**src/rtl/seg_pkg.sv**
```systemverilog
// Shared constants and types for the 7-segment display path
// (display-flow shifter, ASCII decoder, scan controller).
package seg_pkg;

  localparam logic [7:0] SEG_BLANK       = 8'hFF;
  localparam int         DIGITS_ON_BOARD = 8;

  typedef enum logic {
    BLANK = 1'b0,
    DRIVE = 1'b1
  } scan_state_e;

  function automatic int max_int(input int a, input int b);
    return (a > b) ? a : b;
  endfunction

endpackage

```
**src/rtl/seg_phase_timer.sv**
```systemverilog
// Phase counter for the digit scan: counts cycles spent in the current
// BLANK/DRIVE phase and flags the last one; reloads to zero on load or done.
module seg_phase_timer
  import seg_pkg::*;
#(
  parameter int DIGIT_CYCLES = 100000,
  parameter int BLANK_CYCLES = 1000
) (
  input  logic        clk,
  input  logic        rst_n,
  input  logic        load_i,
  input  scan_state_e phase_i,
  output logic        phase_done_o
);

  localparam int CNT_W = $clog2(max_int(DIGIT_CYCLES, BLANK_CYCLES) + 1);
  localparam logic [CNT_W-1:0] DRIVE_LAST = CNT_W'(DIGIT_CYCLES - 1);
  localparam logic [CNT_W-1:0] BLANK_LAST =
    CNT_W'((BLANK_CYCLES > 0) ? BLANK_CYCLES - 1 : 0);

  logic [CNT_W-1:0] cnt_q, cnt_d;

  always_comb begin
    phase_done_o = 1'b0;
    if (phase_i == DRIVE) begin
      phase_done_o = (cnt_q == DRIVE_LAST);
    end else begin
      // A zero-length blank phase is finished as soon as it is entered.
      phase_done_o = (BLANK_CYCLES == 0) || (cnt_q == BLANK_LAST);
    end
    cnt_d = (load_i || phase_done_o) ? '0 : cnt_q + 1'b1;
  end

  always_ff @(posedge clk or negedge rst_n) begin
    if (!rst_n) begin
      cnt_q <= '0;
    end else begin
      cnt_q <= cnt_d;
    end
  end

endmodule

```
**src/rtl/seg_scan_ctrl.sv**
```systemverilog
// Time-multiplexed scan of a common-anode 7-segment display with a blanking
// gap before each digit and a frame shadow that only updates at frame wrap.
module seg_scan_ctrl
  import seg_pkg::*;
#(
  parameter int NUM_DIGITS   = DIGITS_ON_BOARD,
  parameter int DIGIT_CYCLES = 100000,
  parameter int BLANK_CYCLES = 1000
) (
  input  logic                    clk,
  input  logic                    rst_n,
  input  logic                    en,
  input  logic [8*NUM_DIGITS-1:0] frame_in,
  output logic [NUM_DIGITS-1:0]   led_en,
  output logic [7:0]              led_seg,
  output logic                    frame_tick
);

  localparam int IDX_W = (NUM_DIGITS > 1) ? $clog2(NUM_DIGITS) : 1;
  localparam logic [IDX_W-1:0] IDX_LAST = IDX_W'(NUM_DIGITS - 1);

  scan_state_e             state_q, state_d;
  logic [IDX_W-1:0]        idx_q, idx_d;
  logic [8*NUM_DIGITS-1:0] shadow_q, shadow_d;
  logic                    en_q;
  logic [NUM_DIGITS-1:0]   led_en_q, led_en_d;
  logic [7:0]              led_seg_q, led_seg_d;
  logic                    tick_q, tick_d;
  logic                    timer_ld;
  logic                    phase_done;

  // Any enable-low cycle and the first cycle back restart the phase count.
  assign timer_ld = !en || !en_q;

  seg_phase_timer #(
    .DIGIT_CYCLES (DIGIT_CYCLES),
    .BLANK_CYCLES (BLANK_CYCLES)
  ) u_timer (
    .clk          (clk),
    .rst_n        (rst_n),
    .load_i       (timer_ld),
    .phase_i      (state_q),
    .phase_done_o (phase_done)
  );

  always_comb begin
    state_d  = state_q;
    idx_d    = idx_q;
    shadow_d = shadow_q;
    tick_d   = 1'b0;

    if (!en) begin
      state_d  = BLANK;
      idx_d    = '0;
      shadow_d = frame_in;
    end else if (!en_q) begin
      state_d = BLANK;
      idx_d   = '0;
      tick_d  = 1'b1;
    end else if (phase_done) begin
      if (state_q == BLANK) begin
        state_d = DRIVE;
      end else begin
        state_d = (BLANK_CYCLES == 0) ? DRIVE : BLANK;
        if (idx_q == IDX_LAST) begin
          idx_d    = '0;
          shadow_d = frame_in;
          tick_d   = 1'b1;
        end else begin
          idx_d = idx_q + 1'b1;
        end
      end
    end

    // Outputs are decoded from next state so pins and state move together.
    led_en_d  = '1;
    led_seg_d = SEG_BLANK;
    if (state_d == DRIVE) begin
      led_en_d[idx_d] = 1'b0;
      led_seg_d       = shadow_d[8*idx_d +: 8];
    end
  end

  always_ff @(posedge clk or negedge rst_n) begin
    if (!rst_n) begin
      state_q   <= BLANK;
      idx_q     <= '0;
      shadow_q  <= '1;
      // Reset as "was enabled" so leaving reset does not emit a frame tick.
      en_q      <= 1'b1;
      led_en_q  <= '1;
      led_seg_q <= SEG_BLANK;
      tick_q    <= 1'b0;
    end else begin
      state_q   <= state_d;
      idx_q     <= idx_d;
      shadow_q  <= shadow_d;
      en_q      <= en;
      led_en_q  <= led_en_d;
      led_seg_q <= led_seg_d;
      tick_q    <= tick_d;
    end
  end

  assign led_en     = led_en_q;
  assign led_seg    = led_seg_q;
  assign frame_tick = tick_q;

endmodule
```
**config.mk**
```make
export PLATFORM = sky130hd
export DESIGN_NAME = seg_scan_ctrl
export DESIGN_NICKNAME = d
export VERILOG_FILES = /design/src/rtl/seg_pkg.sv /design/src/rtl/seg_phase_timer.sv /design/src/rtl/seg_scan_ctrl.sv
export SDC_FILE = /design/constraint.sdc
export NUM_CORES = 1
export LEC_CHECK = 0
export CAP_MARGIN = 20
export CELL_PAD_IN_SITES_DETAIL_PLACEMENT = 0
export CELL_PAD_IN_SITES_GLOBAL_PLACEMENT = 2
export CORE_ASPECT_RATIO = 0.5
export CORE_MARGIN = 2
export CORE_UTILIZATION = 38
export DETAILED_ROUTE_END_ITERATION = 10
export PLACE_DENSITY_LB_ADDON = 0.1
export SETUP_SLACK_MARGIN = 0.05
export SLEW_MARGIN = 20
export SYNTH_ARGS = -nofsm -noshare
export SYNTH_HDL_FRONTEND = slang
export SYNTH_SLANG_ARGS = --single-unit
```
**constraint.sdc**
```tcl
create_clock -name clk -period 9.21 [get_ports clk]
set_input_delay 0.921 -clock clk [delete_from_list [all_inputs] [get_ports clk]]
set_output_delay 0.921 -clock clk [all_outputs]
set_load 0.01 [all_outputs]
```
# Word-level counts from Yosys, hierarchy flattened
# Index checks and enable logic that the tools add are counted.
# Widths: inputs -> output; s select.
# word_totals
register_bits,103
latch_bits,0
ram_bits,0
rom_bits,0
out_inout_bits,17
memories,0
# classes
n_addsub,2
mul,0
div_mod_pow,0
order_cmp,2
eq_ne,3
n_shift,1
muxes,25
bitwise,1
n_reduce_logical,5
# op_table
cell,n
$mux 64,5
$shiftx 64x7->8,1
$add 17x1->17 const B,1
$eq 17x10->1 const B,1
$eq 17x17->1 const B,1
$mux 17,1
$mux 8,2
$mux 3,5
$mux 1,11
$not 8->8,1
$lt 3x4->1 const B,1
$add 3x1->3 const B,1
$demux 1 s3,1
$eq 3x3->1 const B,1
$ge 3x1->1 const B,1
$logic_not 1->1,2
$logic_or 1x1->1,2
$logic_and 1x1->1,1

# Longest topological paths before layout
# Gate-level depths: netlist (run 1).
# depth
ltp_word,12
mapped_depth,11

# Modules after synthesis
# From an unflattened synthesis (run 1), not the netlist that was laid out.
# unflattened
hier_cells,463
hier_area_um2,4964.8
# by_module_without_submodules
mod,n_inst,cells_per_inst,area_per_inst_um2
seg_scan_ctrl,1,371,4023.9
seg_phase_timer,1,92,940.9

# Worst setup path before layout (run 1)
# No wires, ideal clock.
# synth_timing
path_type,reg-to-reg
start,register u_timer.cnt_q[12]
end,"register led_seg_q[7], in the netlist led_seg[7]"
setup_ns,0.094
arrival_time_ns,2.951
path_slack_ns,6.165
stages_incl_launch_ff,10
path_buffers,2
synth_period_minus_slack_ns,3.045
path_cell_list,dfrtp_1 > or4_4 > or4_1 > buf_2 > o21ai_4 > buf_8 > mux2_2 > mux2_1 > a221oi_1 > o211ai_1
# synth_via
elab_chain_cells,7
word_cells_on_any_way,14
classes_between,eq/ne (2); shift (1); mux (11)
# synth_rtl
item,line_no,rtl
from (decl),seg_phase_timer.sv:21,"logic [CNT_W-1:0] cnt_q, cnt_d;"
from (signal assigned),seg_phase_timer.sv:38,cnt_q <= cnt_d;
$eq 17x10->1 / $eq 17x17->1 (equally long branches),"seg_phase_timer.sv:29, seg_phase_timer.sv:26",
$mux 1 (*),seg_phase_timer.sv:25,if (phase_i == DRIVE) begin
$mux 64 (*),seg_scan_ctrl.sv:60,end else if (phase_done) begin
$mux 64 (*),seg_scan_ctrl.sv:56,end else if (!en_q) begin
$mux 64 (*),seg_scan_ctrl.sv:52,if (!en) begin
via shadow_d[47],seg_scan_ctrl.sv:24,"logic [8*NUM_DIGITS-1:0] shadow_q, shadow_d;"
$shiftx 64x7->8 (*),seg_scan_ctrl.sv:80,led_seg_d = shadow_d[8*idx_d +: 8];
$mux 8 (*),seg_scan_ctrl.sv:78,if (state_d == DRIVE) begin
via led_seg_d[7],seg_scan_ctrl.sv:27,"logic [7:0] led_seg_q, led_seg_d;"
to (signal assigned),seg_scan_ctrl.sv:100,led_seg_q <= led_seg_d;
to (decl),seg_scan_ctrl.sv:27,
# The timed path passes the listed nets; every way through them passes the cells marked *.

# Worst setup path after layout (run 1)
# layout_timing
start,register u_timer.cnt_q[12]
end,"register led_seg_q[6], in the netlist led_seg[6]"
# Same word-level chain as after synthesis.

==> metrics.yaml, run 1 <==
status: "finished, final reports clean"
vias: 3197
start_util_pct: 38.66
die_x_um: 164.1
finalCriticalPeriod_ns: 3.770
synth_cells: 393
cts_resized: 0
cp.required_ns: 9.46
antenna_found_initial: 0
irDropWorstVdd_mv: 0.07225
timing.max_cap.violations: 0
drt_iter0_markers: 128
dr.pass1.iters: 4
worst_path_most_repeated_cell: "mux2_2"
clk-insertion-delay-late_ns: 0.34
synthAdderAreaFrac_pct: 0.7712
grt_pass1_vias: 3352
synth_warnings: 0
place_hpwl_um: 7597
clkSlewWorstSetupHoldPaths_ns: 0.06
worst_pin_slew_ns: 1.024
max_freq_mhz: 265.2
htreeDepth: 3
cts_buffers: 9
routed_via_density: 4.918
cp_num_buf_inv: 1
synth_nets: 463
maxSlewViolCount: 0
async_flop_share_pct: 100.0
ios: 84
grt_max_degree: 88
synth-xor-area-share_pct: 2.519
wirelength_um: 10530
cts_tree: "done"
seqCellArea_mm2: 0.002679
period_share_pct: 40.94
final_util_pct: 48.56
drcViolationCount: 0
synth_mux_area_share_pct: 18.12
power_density_mw_per_mm2: 164.0
synth_compound_area_share_pct: 8.895
hold_buffers: 0
slew-limit-headroom_pct: 31.74
synth_cell_type_count: 47
ys.flop_type: "dfstp_2"
overflow: 0
rsz0062_at_grt: "no"
routedWlPerCell_um: 16.20
path_cells: "or4_4 -> or4_1 -> o21ai_4 -> buf_4 -> mux2_2 -> mux2_2 -> a221oi_1 -> o211ai_1"
dieArea_mm2: 0.01378
ys_ff_latch: 103
critPathMaxFanout: 80
cts_num_sinks: 103
worstSetupPathType: "register to register"
drive_gt1_share_pct: 34.79
root_buffer: "clkbuf_16"
worstPathArrival_ns: 4.02
grt_usage_pct: 16.43
critPathLaunchType: "register"
tns_ns: 0
cp_slowest_stage_delay_ns: 0.73
area_growth_pct: 25.63
antenna_left: 0
synth_edf_count: 0
cp-end-kind: "register"
grt_pass1_wl_um: 17220
postCtsSetupBuffers: 0
cp_slowest_cell: "buf_4"
dieHeight_um: 84.03
leakagePower_nw: 2.335
cp_top_family: "simple AND/OR/NAND/NOR gates"
syn_avg_cell_area_um2: 12.38
skew_ns: 0.005496
hold_path_class: "primary input to async pin"
ys_seq_area_share_pct: 55.04
portBuffers: 83
finalNetCount: 545
num_rows: 29
fill_cells: 1121
yosys.area_share.simple_pct: 10.21
setup-violations-final: 0
clockBufferDepth: 2
synth_area_mm2: 0.004867
diodes: 0
place_congestion: 0.7826
synth_top_family_by_area: "multiplexers"
multi_input_area_mm2: 0.001976
finalHoldViolCount: 0
core_region_area_mm2: 0.01259
[per-layer routing]
metal	track usage [%]	vias to the layer above	part of all wire (%)
met3	4.620	6	4.4
met1	20.45	1598	44
met2	28.50	54	50
met4	3.589	0	0.65
li1	-	1539	-
met5	0	-	0
[flip-flops by register name, summed over array words and instances, names as in the netlist]
signal         cells
led_seg            8
idx_q              3
state_q            1
shadow_q          64
led_en             8
en_q               1
frame_tick         1
u_timer.cnt_q     17
[layout by cell type (no fill, tap or decap), types with 2 or more instances in the layout]
cell type        synthesis  final
a21oi_1                  9      8
a21oi_2                  2      3
a221oi_1                 8      8
a2bb2oi_1                4      4
and2_1                   5      5
and3_1                   2      2
buf_4                    3      4
clkbuf_16                0      9
clkbuf_8                 0      2
clkdlybuf4s50_1          0     82
clkinv_4                 0      3
dfrtp_1                 22     22
dfstp_2                 81     81
ha_1                     3      3
inv_1                   18     18
mux2_1                   8      8
mux2_2                  49     49
mux2_4                   4      4
mux2i_1                 18     18
nand2_1                 20     20
nand2_2                  6      6
nand2b_1                 2      2
nand3_1                  9      9
nand3b_1                 2      2
nand4_1                  3      3
nor2_1                  32     32
nor3_1                   3      3
nor3b_1                  5      5
nor4_1                   2      2
o211ai_1                 8      8
o21a_1                   9      9
o21ai_0                 10     10
o21ai_1                  3      3
o2bb2ai_1                4      4
or3_1                    3      3
xnor2_1                  4      4
xor2_1                  10     10
[report_power, final]
| group | switching [W] | total (W) | internal, W |
|---|---|---|---|
| Sequential | 0.00000884 | 0.000510 | 0.000501 |
| Combinational | 0.0000424 | 0.000100 | 0.0000578 |
| Clock | 0.000165 | 0.000393 | 0.000228 |
[metrics by stage]
step	hold slack, ns	cells	power (W)	area [µm²]	setup slack (ns)
CTS	0.4220	650	0.001021	6111	5.374
global placement	0.4729	634	0.0006159	5793	5.495
detailed placement	0.4786	634	0.0006198	5793	5.388
finish	0.4335	650	0.001003	6115	5.440
floorplan	0.4553	393	0.0005714	4867	6.165
global route	0.4265	650	0.001050	6115	5.171
[synthesized netlist by cell type (2+ instances only)]
| master | count | area [µm²] |
|---|---|---|
| dfstp_2 | 81 | 2128 |
| mux2_2 | 49 | 551.8 |
| nor2_1 | 32 | 120.1 |
| dfrtp_1 | 22 | 550.5 |
| nand2_1 | 20 | 75.07 |
| inv_1 | 18 | 67.56 |
| mux2i_1 | 18 | 180.2 |
| o21ai_0 | 10 | 50.05 |
| xor2_1 | 10 | 87.58 |
| a21oi_1 | 9 | 45.04 |
| nand3_1 | 9 | 45.04 |
| o21a_1 | 9 | 67.56 |
| a221oi_1 | 8 | 70.07 |
| mux2_1 | 8 | 90.09 |
| o211ai_1 | 8 | 60.06 |
| nand2_2 | 6 | 37.54 |
| and2_1 | 5 | 31.28 |
| clkbuf_1 | 5 | 18.77 |
| nor3b_1 | 5 | 37.54 |
| a2bb2oi_1 | 4 | 35.03 |
| mux2_4 | 4 | 60.06 |
| o2bb2ai_1 | 4 | 35.03 |
| xnor2_1 | 4 | 35.03 |
| buf_12 | 3 | 60.06 |
| buf_4 | 3 | 22.52 |
| ha_1 | 3 | 37.54 |
| nand4_1 | 3 | 18.77 |
| nor3_1 | 3 | 15.01 |
| o21ai_1 | 3 | 15.01 |
| or3_1 | 3 | 18.77 |
| a21oi_2 | 2 | 17.52 |
| and3_1 | 2 | 12.51 |
| buf_2 | 2 | 10.01 |
| buf_6 | 2 | 22.52 |
| nand2b_1 | 2 | 12.51 |
| nand3b_1 | 2 | 15.01 |
| nor4_1 | 2 | 12.51 |
[area by class of cell]
class	instances	area share (%)
sequential	103	43.81
clock buffer	11	4.133
multi-input combinational	256	32.31
clock inverter	5	1.064
tap	170	3.479
inverter	18	1.105
timing repair buffer	87	14.10
[logic make-up (layout without fill, tap and decap cells)]
logic type,count (synthesis),in the layout
buf+inv,34,121
flops,103,103
compound gates,61,61
xor+xnor,14,14
mux,79,79
simple gates,99,99
fa+ha+maj,3,3
[final timing paths]
kind	cells after the start	start	to	slack, ns
min	1	rst_n	u_timer.cnt_q[14]$_DFF_PN0_	0.43
max reg2reg	8	u_timer.cnt_q[12]$_DFF_PN0_	led_seg[6]$_DFF_PN1_	5.44
min reg2reg	2	shadow_q[5]$_DFF_PN1_	shadow_q[5]$_DFF_PN1_	0.49
max in group asynchronous	2	rst_n	state_q$_DFF_PN0_	7.78
max	8	u_timer.cnt_q[12]$_DFF_PN0_	led_seg[6]$_DFF_PN1_	5.44
min in group clk	2	shadow_q[5]$_DFF_PN1_	shadow_q[5]$_DFF_PN1_	0.49
Note: power is estimated with default switching activity, not from simulation.
==> run 2, diff against run 1 <==
Settings changed: CORE_UTILIZATION 38 to 35.
Clock period 9.21 ns to 3.8 ns, I/O delays scaled along.
==> metrics.yaml, run 2 (same netlist as run 1, synthesis figures left out) <==
status: "finished, final reports clean"
overflow: 0
setup-violations-final: 0
reg2reg_slack_ns: 0.47
period_share_pct: 87.62
hold_path_class: "primary input to async pin"
cts_resized: 0
portBuffers: 83
grt_usage_pct: 15.89
postCtsSetupBuffers: 0
routed_via_density: 4.749
regMostFlops: "shadow_q"
drt_iter0_markers: 105
htreeDepth: 3
layout_commonest_cell: "clkdlybuf4s50_1"
layout.cells.non_filler: 677
num_rows: 30
root_buffer: "clkbuf_16"
place_hpwl_um: 8161
fill_cells: 1240
finalHoldViolCount: 0
grt_max_degree: 73
drive_gt1_share_pct: 35.46
finalNetCount: 550
grt_pass1_wl_um: 17970
antenna_found_initial: 0
cts_tree: "done"
cp.required_ns: 4.05
place_congestion: 0.7626
final_cell_mix: "clkdlybuf4s50_1, dfstp_2, mux2_2"
critPathMaxFanout: 13
worstSetupPathType: "register to register"
dr.pass1.iters: 4
power_density_mw_per_mm2: 393.2
vias: 3215
clk-insertion-delay-late_ns: 0.34
routedWlPerCell_um: 16.29
area_growth_pct: 26.63
wirelength_um: 11030
rsz0062_at_grt: "no"
finalCriticalPeriod_ns: 3.330
cp_slowest_cell: "or4_1"
leakagePower_nw: 2.350
grt_pass1_vias: 3437
clockBufferDepth: 2
cp_slowest_stage_delay_ns: 0.63
diodes: 0
irDropWorstVdd_mv: 0.2079
hold_buffers: 0
core_region_area_mm2: 0.01355
critPathLaunchType: "register"
path_cells: "or4_4 -> or4_1 -> o21ai_4 -> buf_4 -> mux2_1 -> a221oi_1 -> o211ai_1"
antenna_left: 0
dp_cells: 661
skew_ns: 0.009894
dieHeight_um: 87.39
ios: 84
clkSlewWorstSetupHoldPaths_ns: 0.07
maxSlewViolCount: 0
cts_num_sinks: 103
slew-limit-headroom_pct: 39.68
cts_buffers: 9
top_regs: "shadow_q (64), u_timer.cnt_q (17)"
max_freq_mhz: 300.3
die_x_um: 170.8
dieArea_mm2: 0.01492
drcViolationCount: 0
start_util_pct: 35.92
timing.max_cap.violations: 0
cp-end-kind: "register"
largest_register_ffs: 64
worst_pin_slew_ns: 0.9047
worstPathArrival_ns: 3.58
tns_ns: 0
[run 2: cell types whose count changed in the layout (fill, tap and decap cells not counted)]
cell | before | now
clkinvlp_4 | 0 | 1
buf_4 | 4 | 10
clkinv_4 | 3 | 1
clkbuf_8 | 2 | 1
inv_4 | 0 | 1
buf_6 | 1 | 0
clkinv_2 | 0 | 1
[run 2: final timing paths]
kind	cells past startpoint	start	endpoint
setup / recovery	7	u_timer.cnt_q[12]$_DFF_PN0_	led_seg[4]$_DFF_PN1_
hold / removal	1	rst_n	u_timer.cnt_q[12]$_DFF_PN0_
setup reg to reg	7	u_timer.cnt_q[12]$_DFF_PN0_	led_seg[4]$_DFF_PN1_
hold reg to reg	2	shadow_q[7]$_DFF_PN1_	shadow_q[7]$_DFF_PN1_
max in group asynchronous	2	rst_n	shadow_q[52]$_DFF_PN1_
min in group clk	2	shadow_q[7]$_DFF_PN1_	shadow_q[7]$_DFF_PN1_
[run 2: layout make-up]
type | instances | area (µm²) | area share [%]
sequential | 103 | 2679 | 43.46
inverter | 18 | 67.56 | 1.096
multi-input combinational | 256 | 1976 | 32.05
clock inverter | 6 | 66.31 | 1.076
clock buffer | 10 | 239.0 | 3.877
tap | 192 | 240.2 | 3.898
timing repair buffer | 92 | 895.9 | 14.54
[run 2: metal layers]
layer,GRT usage [%],up-vias,share of wire [%]
li1,-,1554,-
met3,4.180,4,3.6
met2,27.24,42,50
met4,3.963,0,0.62
met1,20.20,1615,46
met5,0,-,0
[run 2: through the flow]
step | worst slack [ns] | hold slack (ns) | cell area, µm² | power, W | utilization (%)
global placement | 0.5193 | 0.4733 | 5858 | 0.001497 | 43.23
finish | 0.4704 | 0.1383 | 6163 | 0.002423 | 45.48
floorplan | 0.7554 | 0.08441 | 4867 | 0.001385 | -
global route | 0.2422 | 0.2350 | 6163 | 0.002547 | 45.48
detailed placement | 0.4547 | 0.4751 | 5858 | 0.001506 | 43.23
CTS | 0.4359 | 0.1919 | 6163 | 0.002473 | 45.48
[run 2: power breakdown]
part / leakage [nW] / total (W) / internal (W) / switching (W)
registers: 1.16 / 0.00124 / 0.00122 / 0.0000218
clock network: 0.149 / 0.000940 / 0.000532 / 0.000409
logic: 1.04 / 0.000246 / 0.000142 / 0.000105
[run 2: worst max-delay path, delay by kind of cell (launching register included)]
| kind | cells | cell delay [ns] |
|---|---|---|
| buffers and inverters | 1 | 0.28 |
| multiplexers | 1 | 0.36 |
| AND/OR/NAND/NOR | 2 | 1.17 |
| flip-flops | 1 | 0.42 |
| AO/OA/AOI/OAI | 3 | 1.00 |
